## src/rtl/gcd_pkg.sv

```systemverilog
// Shared types and constants for the subtractive GCD controller.
package gcd_pkg;

    typedef enum logic [2:0] {
        ST_IDLE   = 3'd0,
        ST_LOAD_A = 3'd1,
        ST_LOAD_B = 3'd2,
        ST_CALC   = 3'd3,
        ST_DONE   = 3'd4
    } state_t;

    // Bus source and subtractor operand selects as seen by the datapath.
    localparam logic SEL_DATA = 1'b1;
    localparam logic SEL_SUB  = 1'b0;
    localparam logic SEL_A    = 1'b0;
    localparam logic SEL_B    = 1'b1;

    localparam int DEF_ITER_W   = 8;
    localparam int DEF_MAX_ITER = 255;

endpackage

```

## src/rtl/gcd_iter_counter.sv

```systemverilog
// Saturating subtraction-step counter with clear and terminal-count flag.
module gcd_iter_counter
    import gcd_pkg::*;
#(
    parameter int ITER_W   = DEF_ITER_W,
    parameter int MAX_ITER = DEF_MAX_ITER
) (
    input  logic clk,
    input  logic rst,
    input  logic clr_i,
    input  logic inc_i,
    output logic tc_o
);

    localparam logic [ITER_W-1:0] MAX_CNT = ITER_W'(MAX_ITER);

    logic [ITER_W-1:0] cnt_q, cnt_d;

    // Holding at MAX_CNT keeps a stuck computation from wrapping past the timeout.
    always_comb begin
        cnt_d = cnt_q;
        if (clr_i) begin
            cnt_d = '0;
        end else if (inc_i && (cnt_q != MAX_CNT)) begin
            cnt_d = cnt_q + 1'b1;
        end
    end

    always_ff @(posedge clk) begin
        if (rst) begin
            cnt_q <= '0;
        end else begin
            cnt_q <= cnt_d;
        end
    end

    assign tc_o = (cnt_q == MAX_CNT);

endmodule

```

## src/rtl/gcd_controller.sv

```systemverilog
// Control FSM for the 8-bit subtractive GCD datapath.
// Define GCD_TIMEOUT_EN to add the step counter and the err timeout exit.
module gcd_controller
    import gcd_pkg::*;
#(
    parameter int ITER_W   = DEF_ITER_W,
    parameter int MAX_ITER = DEF_MAX_ITER
) (
    input  logic clk,
    input  logic rst,
    input  logic start,
    input  logic gt,
    input  logic lt,
    input  logic eq,
    output logic ldA,
    output logic ldB,
    output logic sel_in,
    output logic sel1,
    output logic sel2,
    output logic busy,
    output logic done,
    output logic err
);

    state_t state_q, state_d;
    logic   timeout;

`ifdef GCD_TIMEOUT_EN
    logic tc;
    logic cnt_inc;
    logic err_q;

    assign cnt_inc = (state_q == ST_CALC) && !eq && !tc && (gt || lt);

    gcd_iter_counter #(
        .ITER_W   (ITER_W),
        .MAX_ITER (MAX_ITER)
    ) u_iter_counter (
        .clk   (clk),
        .rst   (rst),
        .clr_i (state_q == ST_IDLE),
        .inc_i (cnt_inc),
        .tc_o  (tc)
    );

    assign timeout = tc;

    // Registered so err lines up with the DONE cycle that the timeout exit enters.
    always_ff @(posedge clk) begin
        if (rst) begin
            err_q <= 1'b0;
        end else begin
            err_q <= (state_q == ST_CALC) && !eq && tc;
        end
    end

    assign err = err_q;
`else
    assign timeout = 1'b0;
    assign err     = 1'b0;
`endif

    // NOTE: every output and state_d gets a default before the case so no path infers a latch.
    always_comb begin
        state_d = state_q;
        ldA     = 1'b0;
        ldB     = 1'b0;
        sel_in  = SEL_SUB;
        sel1    = SEL_A;
        sel2    = SEL_A;
        busy    = (state_q != ST_IDLE);
        done    = 1'b0;
        case (state_q)
            ST_IDLE: begin
                if (start) state_d = ST_LOAD_A;
            end
            ST_LOAD_A: begin
                sel_in  = SEL_DATA;
                ldA     = 1'b1;
                state_d = ST_LOAD_B;
            end
            ST_LOAD_B: begin
                sel_in  = SEL_DATA;
                ldB     = 1'b1;
                state_d = ST_CALC;
            end
            ST_CALC: begin
                // Priority eq > timeout > gt > lt; the timeout exit loads nothing.
                if (eq || timeout) begin
                    state_d = ST_DONE;
                end else if (gt) begin
                    sel1 = SEL_A;
                    sel2 = SEL_B;
                    ldA  = 1'b1;
                end else if (lt) begin
                    sel1 = SEL_B;
                    sel2 = SEL_A;
                    ldB  = 1'b1;
                end
            end
            ST_DONE: begin
                done    = 1'b1;
                state_d = ST_IDLE;
            end
            default: state_d = ST_IDLE;
        endcase
    end

    // NOTE: state registers use non-blocking assignment so all flops update together at the edge.
    always_ff @(posedge clk) begin
        if (rst) begin
            state_q <= ST_IDLE;
        end else begin
            state_q <= state_d;
        end
    end

endmodule

```

## config.mk

```make
export PLATFORM = sky130hd
export DESIGN_NAME = gcd_controller
export DESIGN_NICKNAME = d
export VERILOG_FILES = /design/src/rtl/gcd_pkg.sv /design/src/rtl/gcd_iter_counter.sv /design/src/rtl/gcd_controller.sv
export SDC_FILE = /design/constraint.sdc
export NUM_CORES = 1
export LEC_CHECK = 0
export ABC_AREA = 0
export ABC_CLOCK_PERIOD_IN_PS = 2300
export BUFFER_PORTS_ARGS = -buffer_cell sky130_fd_sc_hd__buf_2
export CAP_MARGIN = 20
export CORE_AREA = 2 2 39 41
export CTS_CLUSTER_SIZE = 25
export DETAILED_ROUTE_END_ITERATION = 8
export DIE_AREA = 0 0 41 43
export PLACE_DENSITY_LB_ADDON = 0.3
export SLEW_MARGIN = 20
export SYNTH_ARGS = -nofsm -noshare
export SYNTH_HDL_FRONTEND = slang
export SYNTH_SLANG_ARGS = --single-unit
export TNS_END_PERCENT = 20
```

## constraint.sdc

```tcl
create_clock -name clk -period 2.3 [get_ports clk]
set_clock_uncertainty 0.1 [all_clocks]
set_input_delay 0.575 -clock clk [delete_from_list [all_inputs] [get_ports clk]]
set_output_delay 0.575 -clock clk [all_outputs]
set_load 0.005 [all_outputs]
```

==> summary.txt, run 1 <==
Post-Place Setup Slack = 0.3087 ns
Seq/Total Area, Yosys = 0.2697
First-pass GRT wire length = 703 um
Post-CTS setup buffer count = 0
Clock Tree Root = clkbuf_4
Crit path kind = input pin to primary output
Placed Cells = 53
Max reg flops = 3
Final nets = 48
Fillers = 166
Starting Density = 0.1609
Crit path cell chain = buf_2, or3b_1, a21oi_1, buf_2
Pwr/cell area = 609.8 nW/um^2
Clock sink count = 3
Startpoint types = input pin
Tcrit/Tclk final = 0.8645
Final setup violation count = 0
Initial drt markers = 5
Setup TNS = 0 ns
Core area = 1384 um^2
Htree depth = 1
DRT Pass-1 Iters = 3
Clock Path Buffers = 2
Later-pin clock latency in the skew report = 0.23 ns
Die W = 41 um
Hold EP = state_q[0]
CP bufs+invs = 2
Cts repair resizes = 0
Hold Crit Start = rst
# IOs = 14
CP max stage delay = 0.36 ns
Finished Layout Cells = 57
Cell taking the most area after synthesis = dfxtp_1
Status = complete, no violations
Power share of the clock group = 0.472
Ratio of cells with drive above 1 in the final layout = 0.3902
Vias in the first global route = 186
TritonCTS clock tree = yes
Cell repeated most along the worst path = buf_2
Die Ht = 43 um
VDD IR max = 0.0003184 V
Area after DPL = 282.8 um^2
#FFs+latches synth = 3
Gpl congestion = 0.6732
Worst EP required = 1.62 ns
Worst-path clk slew = 0.03 ns
Tmin final = 1.988 ns
Warning count from the yosys run = 0
Port-buffer cells = 12
RSZ-0062 raised after global routing = false
Worst min path class = input pin to flip-flop
CP Capture Type = primary output
Largest net degree at the start of global routing = 12
P_leak = 0.0001477 uW
# diodes = 0
Net Sw Frac = 0.2511
Comb pwr share = 0.181
Initial antenna violation count = 0
Hold_buf cts = 0
Mapped cell area = 222.7 um^2
Max Freq = 502.9 MHz
Die footprint = 1763 um^2
CTS buffer count = 3
Distinct cells, synth = 20
Sequential Power Share = 0.347
Endpoints failing hold = 0
FF-to-FF setup slack = 1.23 ns
Main synth FF type = dfxtp_1
Count leader, synth = nand2b_1
Layout area overhead = 38.76%
Top cells by area, synth = dfxtp_1, nand2b_1, buf_4, a21oi_1, and4_2
Endpoint arrival time on the critical path = 1.31 ns
Routed Antenna Nets = 0
Average vias per placed instance = 4.018
Reg2reg path depth = 2
Via Count = 229
DRC violations left = 0
Net Sw Power = 47.33 uW
All-Layer GR Usage = 0.06018
Share of the synthesized area in the top cell type = 0.2697
Drt total wl = 476 um
Max-slew violations = 0
Number of enable flip-flop cells after synthesis = 0
Crit-path leading delay family = simple AND/OR/NAND/NOR gates
Hold path depth = 3
Biggest register = state_q
Wire per inst = 8.351 um
Top cells by count, synth = nand2b_1, dfxtp_1, a21oi_1, buf_4, nor2_1
Reg2Reg Launch Point = state_q[0]
Row count = 14
Net count after synthesis = 34
Cell-internal power = 141.1 uW
Post-Syn Instances = 28
Design area = 309.0 um^2
Largest fanout on the critical path = 4
Biggest registers after layout = state_q (3)
GR Overflow Total = 0
Syn avg cell area = 7.954 um^2
Worst setup margin = 0.3116 ns
Critical path's slowest cell = or3b_1
Fraction of registers with async set/reset = 0
R2r endpoint = state_q[0]
Max-cap violations = 0
[worst max-delay path by stage]
stage	start	to	slack, ns	cells past startpoint
after global placement	eq	ldB	0.30	4
after detailed placement	gt	ldB	0.31	4
after global routing	eq	ldB	0.28	4
final	gt	ldB	0.31	4
after CTS	gt	ldB	0.31	4
after floorplan	gt	ldB	0.53	2
[cells in the final DEF (no fill, tap or decap), drive strengths merged]
cell	netlist	routed
a21boi	1	1
a21oi	2	2
and4	1	1
buf	3	12
clkbuf	0	4
conb	1	1
dfxtp	3	3
nand2	1	1
nand2b	4	4
nand3	1	1
nor2	2	2
nor2b	1	1
nor3b	1	1
nor4	1	1
nor4b	1	1
o211a	1	1
o21a	1	1
or3	1	1
or3b	1	1
xnor2	1	1
[cells by family (layout without fill, tap and decap cells)]
kind of cell           count (synthesis)  count (layout)  share of synthesized area
flip-flops                             3               3                     0.2697
other                                  1               1                    0.01684
AND/OR/NAND/NOR                       15              15                     0.4270
XOR/XNOR                               1               1                    0.03933
buffers and inverters                  3              16                    0.08985
AO/OA/AOI/OAI                          5               5                     0.1573
[routing by layer]
| metal | vias up | wire length [um] | share of wire | track usage |
|---|---|---|---|---|
| li1 | 123 | - | - | - |
| met1 | 99 | 203 | 0.43 | 0.06090 |
| met2 | 7 | 225 | 0.47 | 0.09063 |
| met3 | 0 | 47 | 0.099 | 0.04712 |
| met4 | 0 | 0 | 0 | 0.02000 |
| met5 | - | 0 | 0 | 0 |
[worst register-to-register path, cell delays in order (launching register included)]
cell and delay, ns:
dfxtp_1 0.52, a21boi_0 0.15, o21a_1 0.20
[through the flow]
step | total power [uW] | hold WS [ns] | utilization
3_5_place_dp | 101.4 | 0.5602 | 0.2043
5_1_grt | 202.1 | 0.5260 | 0.2233
3_3_place_gp | 101.2 | 0.5455 | 0.2043
4_1_cts | 195.0 | 0.5060 | 0.2233
2_1_floorplan | 87.47 | 0.4135 | -
6_report | 188.5 | 0.5113 | 0.2233
[power groups by stage]
stage,logic [uW],registers [uW],clock network [uW]
finish,34.1,65.4,88.9
global route,37.7,66.2,98.2
CTS,35.1,65.4,94.4
detailed placement,35.1,66.3,0
global placement,35.1,66.1,0
floorplan,29.7,57.8,0
[cell type report]
type | count | area, um^2 | share of cell area
multi-input cells | 22 | 142.6 | 0.4615
flip-flops and latches | 3 | 60.06 | 0.1943
repair buffers | 12 | 60.06 | 0.1943
clock buffers | 4 | 26.28 | 0.08502
well taps | 16 | 20.02 | 0.06478
Power figures use the tool's default switching activity.
==> inputs of run 2 (changes only) <==
BUFFER_PORTS_ARGS = -buffer_cell sky130_fd_sc_hd__buf_4   (was -buffer_cell sky130_fd_sc_hd__buf_2)
==> run 2 against run 1 <==
Count of clock-buffer cells in the layout is the same; critical path depth unchanged; combinational power increased by 24%; register-to-register slack hardly changed; sequential share of layout area decreased by 1.7 points; hold slack improved by 0.0045 ns; global-route usage grew 0.81 points; die area is the same; core utilization up 2.2 points; final cell count did not move; clock power is 2.9% higher; largest power group unchanged.
==> summary.txt, run 2 (same netlist as run 1, synthesis figures left out) <==
Drt total wl = 485 um
Biggest register = state_q
Cts repair resizes = 0
All-Layer GR Usage = 0.06827
Most common cell after layout, fill and taps aside = buf_4
Initial drt markers = 4
Critical path's slowest cell = or3b_1
Max reg flops = 3
DRC violations left = 0
Max-slew violations = 0
Htree depth = 1
Ratio of cells with drive above 1 in the final layout = 0.3902
Hpwl dp = 370.9 um
CP max stage delay = 0.37 ns
DRT Pass-1 Iters = 2
Starting Density = 0.1609
TritonCTS clock tree = yes
CP Capture Type = primary output
Tmin final = 2.001 ns
Routed length on met2 = 250 um
Area after DPL = 312.8 um^2
Placed Cells = 53
Endpoints failing hold = 0
Later-pin clock latency in the skew report = 0.23 ns
Max-cap violations = 0
Clock Tree Root = clkbuf_4
RSZ-0062 raised after global routing = false
Die Ht = 43 um
Crit-path leading delay family = simple AND/OR/NAND/NOR gates
CP bufs+invs = 2
Average vias per placed instance = 4.105
Tcrit/Tclk final = 0.8700
Crit path cell chain = buf_4, or3b_1, a21oi_1, buf_4
First-pass GRT wire length = 786 um
Hold_buf cts = 0
Largest fanout on the critical path = 4
Startpoint types = input pin
CTS buffer count = 3
Largest net degree at the start of global routing = 12
Max Freq = 499.7 MHz
Via Count = 234
Highest Signal Layer = met3
Post-CTS setup buffer count = 0
Gpl congestion = 0.6678
Wire per inst = 8.509 um
Tightest hold margin = 0.5158 ns
Worst min path class = input pin to flip-flop
Design area = 339.1 um^2
Final nets = 48
Met1 WL = 195 um
P_leak = 0.0001532 uW
Clock Path Buffers = 2
# diodes = 0
Status = complete, no violations
Cell repeated most along the worst path = buf_4
Setup TNS = 0 ns
Crit path kind = input pin to primary output
Layout area overhead = 52.25%
VDD IR max = 0.0002455 V
Vias in the first global route = 203
Finished Layout Cells = 57
Worst EP required = 1.62 ns
Die footprint = 1763 um^2
# IOs = 14
Worst-path clk slew = 0.04 ns
Pwr/cell area = 585.7 nW/um^2
Port-buffer cells = 12
Most frequent cells in the layout = buf_4, nand2b_1, clkbuf_4, dfxtp_1
Initial antenna violation count = 0
Met3 routed wirelength = 39 um
Core area = 1384 um^2
Routed Antenna Nets = 0
Final setup violation count = 0
Clock sink count = 3
Power Total = 198.6 uW
Biggest registers after layout = state_q (3)
Row count = 14
GR Overflow Total = 0
Die W = 41 um
Endpoint arrival time on the critical path = 1.33 ns
-- run 2: final cells by class --
type,instances,area (um^2)
timing repair buffer,12,90.09
fill,164,1045
tap,16,20.02
multi-input combinational,22,142.6
clock buffer,4,26.28
sequential,3,60.06
-- run 2: metal layers --
metal,global-route usage,vias up
met3,0.03141,0
met1,0.07717,104
li1,-,121
met5,0,-
met4,0.06000,0
met2,0.09063,9
-- run 2: worst reg2reg max path: stages, from the launching register on --
cell	delay (ns)
dfxtp_1	0.51
a21boi_0	0.15
o21a_1	0.20
-- run 2: power breakdown --
group / internal [uW] / total, uW / switching [uW]
logic: 27.7 / 42.3 / 14.6
clock network: 65.0 / 91.5 / 26.5
registers: 55.9 / 64.9 / 8.93
total: 149 / 199 / 50.0
-- run 2: path summary, 6_finish.rpt --
path | end | slack (ns) | start | depth (start not counted)
setup / recovery | ldB | 0.30 | gt | 4
setup reg to reg | state_q[0] | 1.23 | state_q[0] | 2
hold reg to reg | state_q[2] | 0.55 | state_q[1] | 1
hold / removal | state_q[0] | 0.52 | rst | 3
-- run 2: metrics by stage --
stage,util,setup WS [ns]
after CTS,0.2450,0.2825
after floorplan,-,0.5256
after global routing,0.2450,0.2066
final,0.2450,0.2989
after detailed placement,0.2260,0.2826
after global placement,0.2260,0.2761
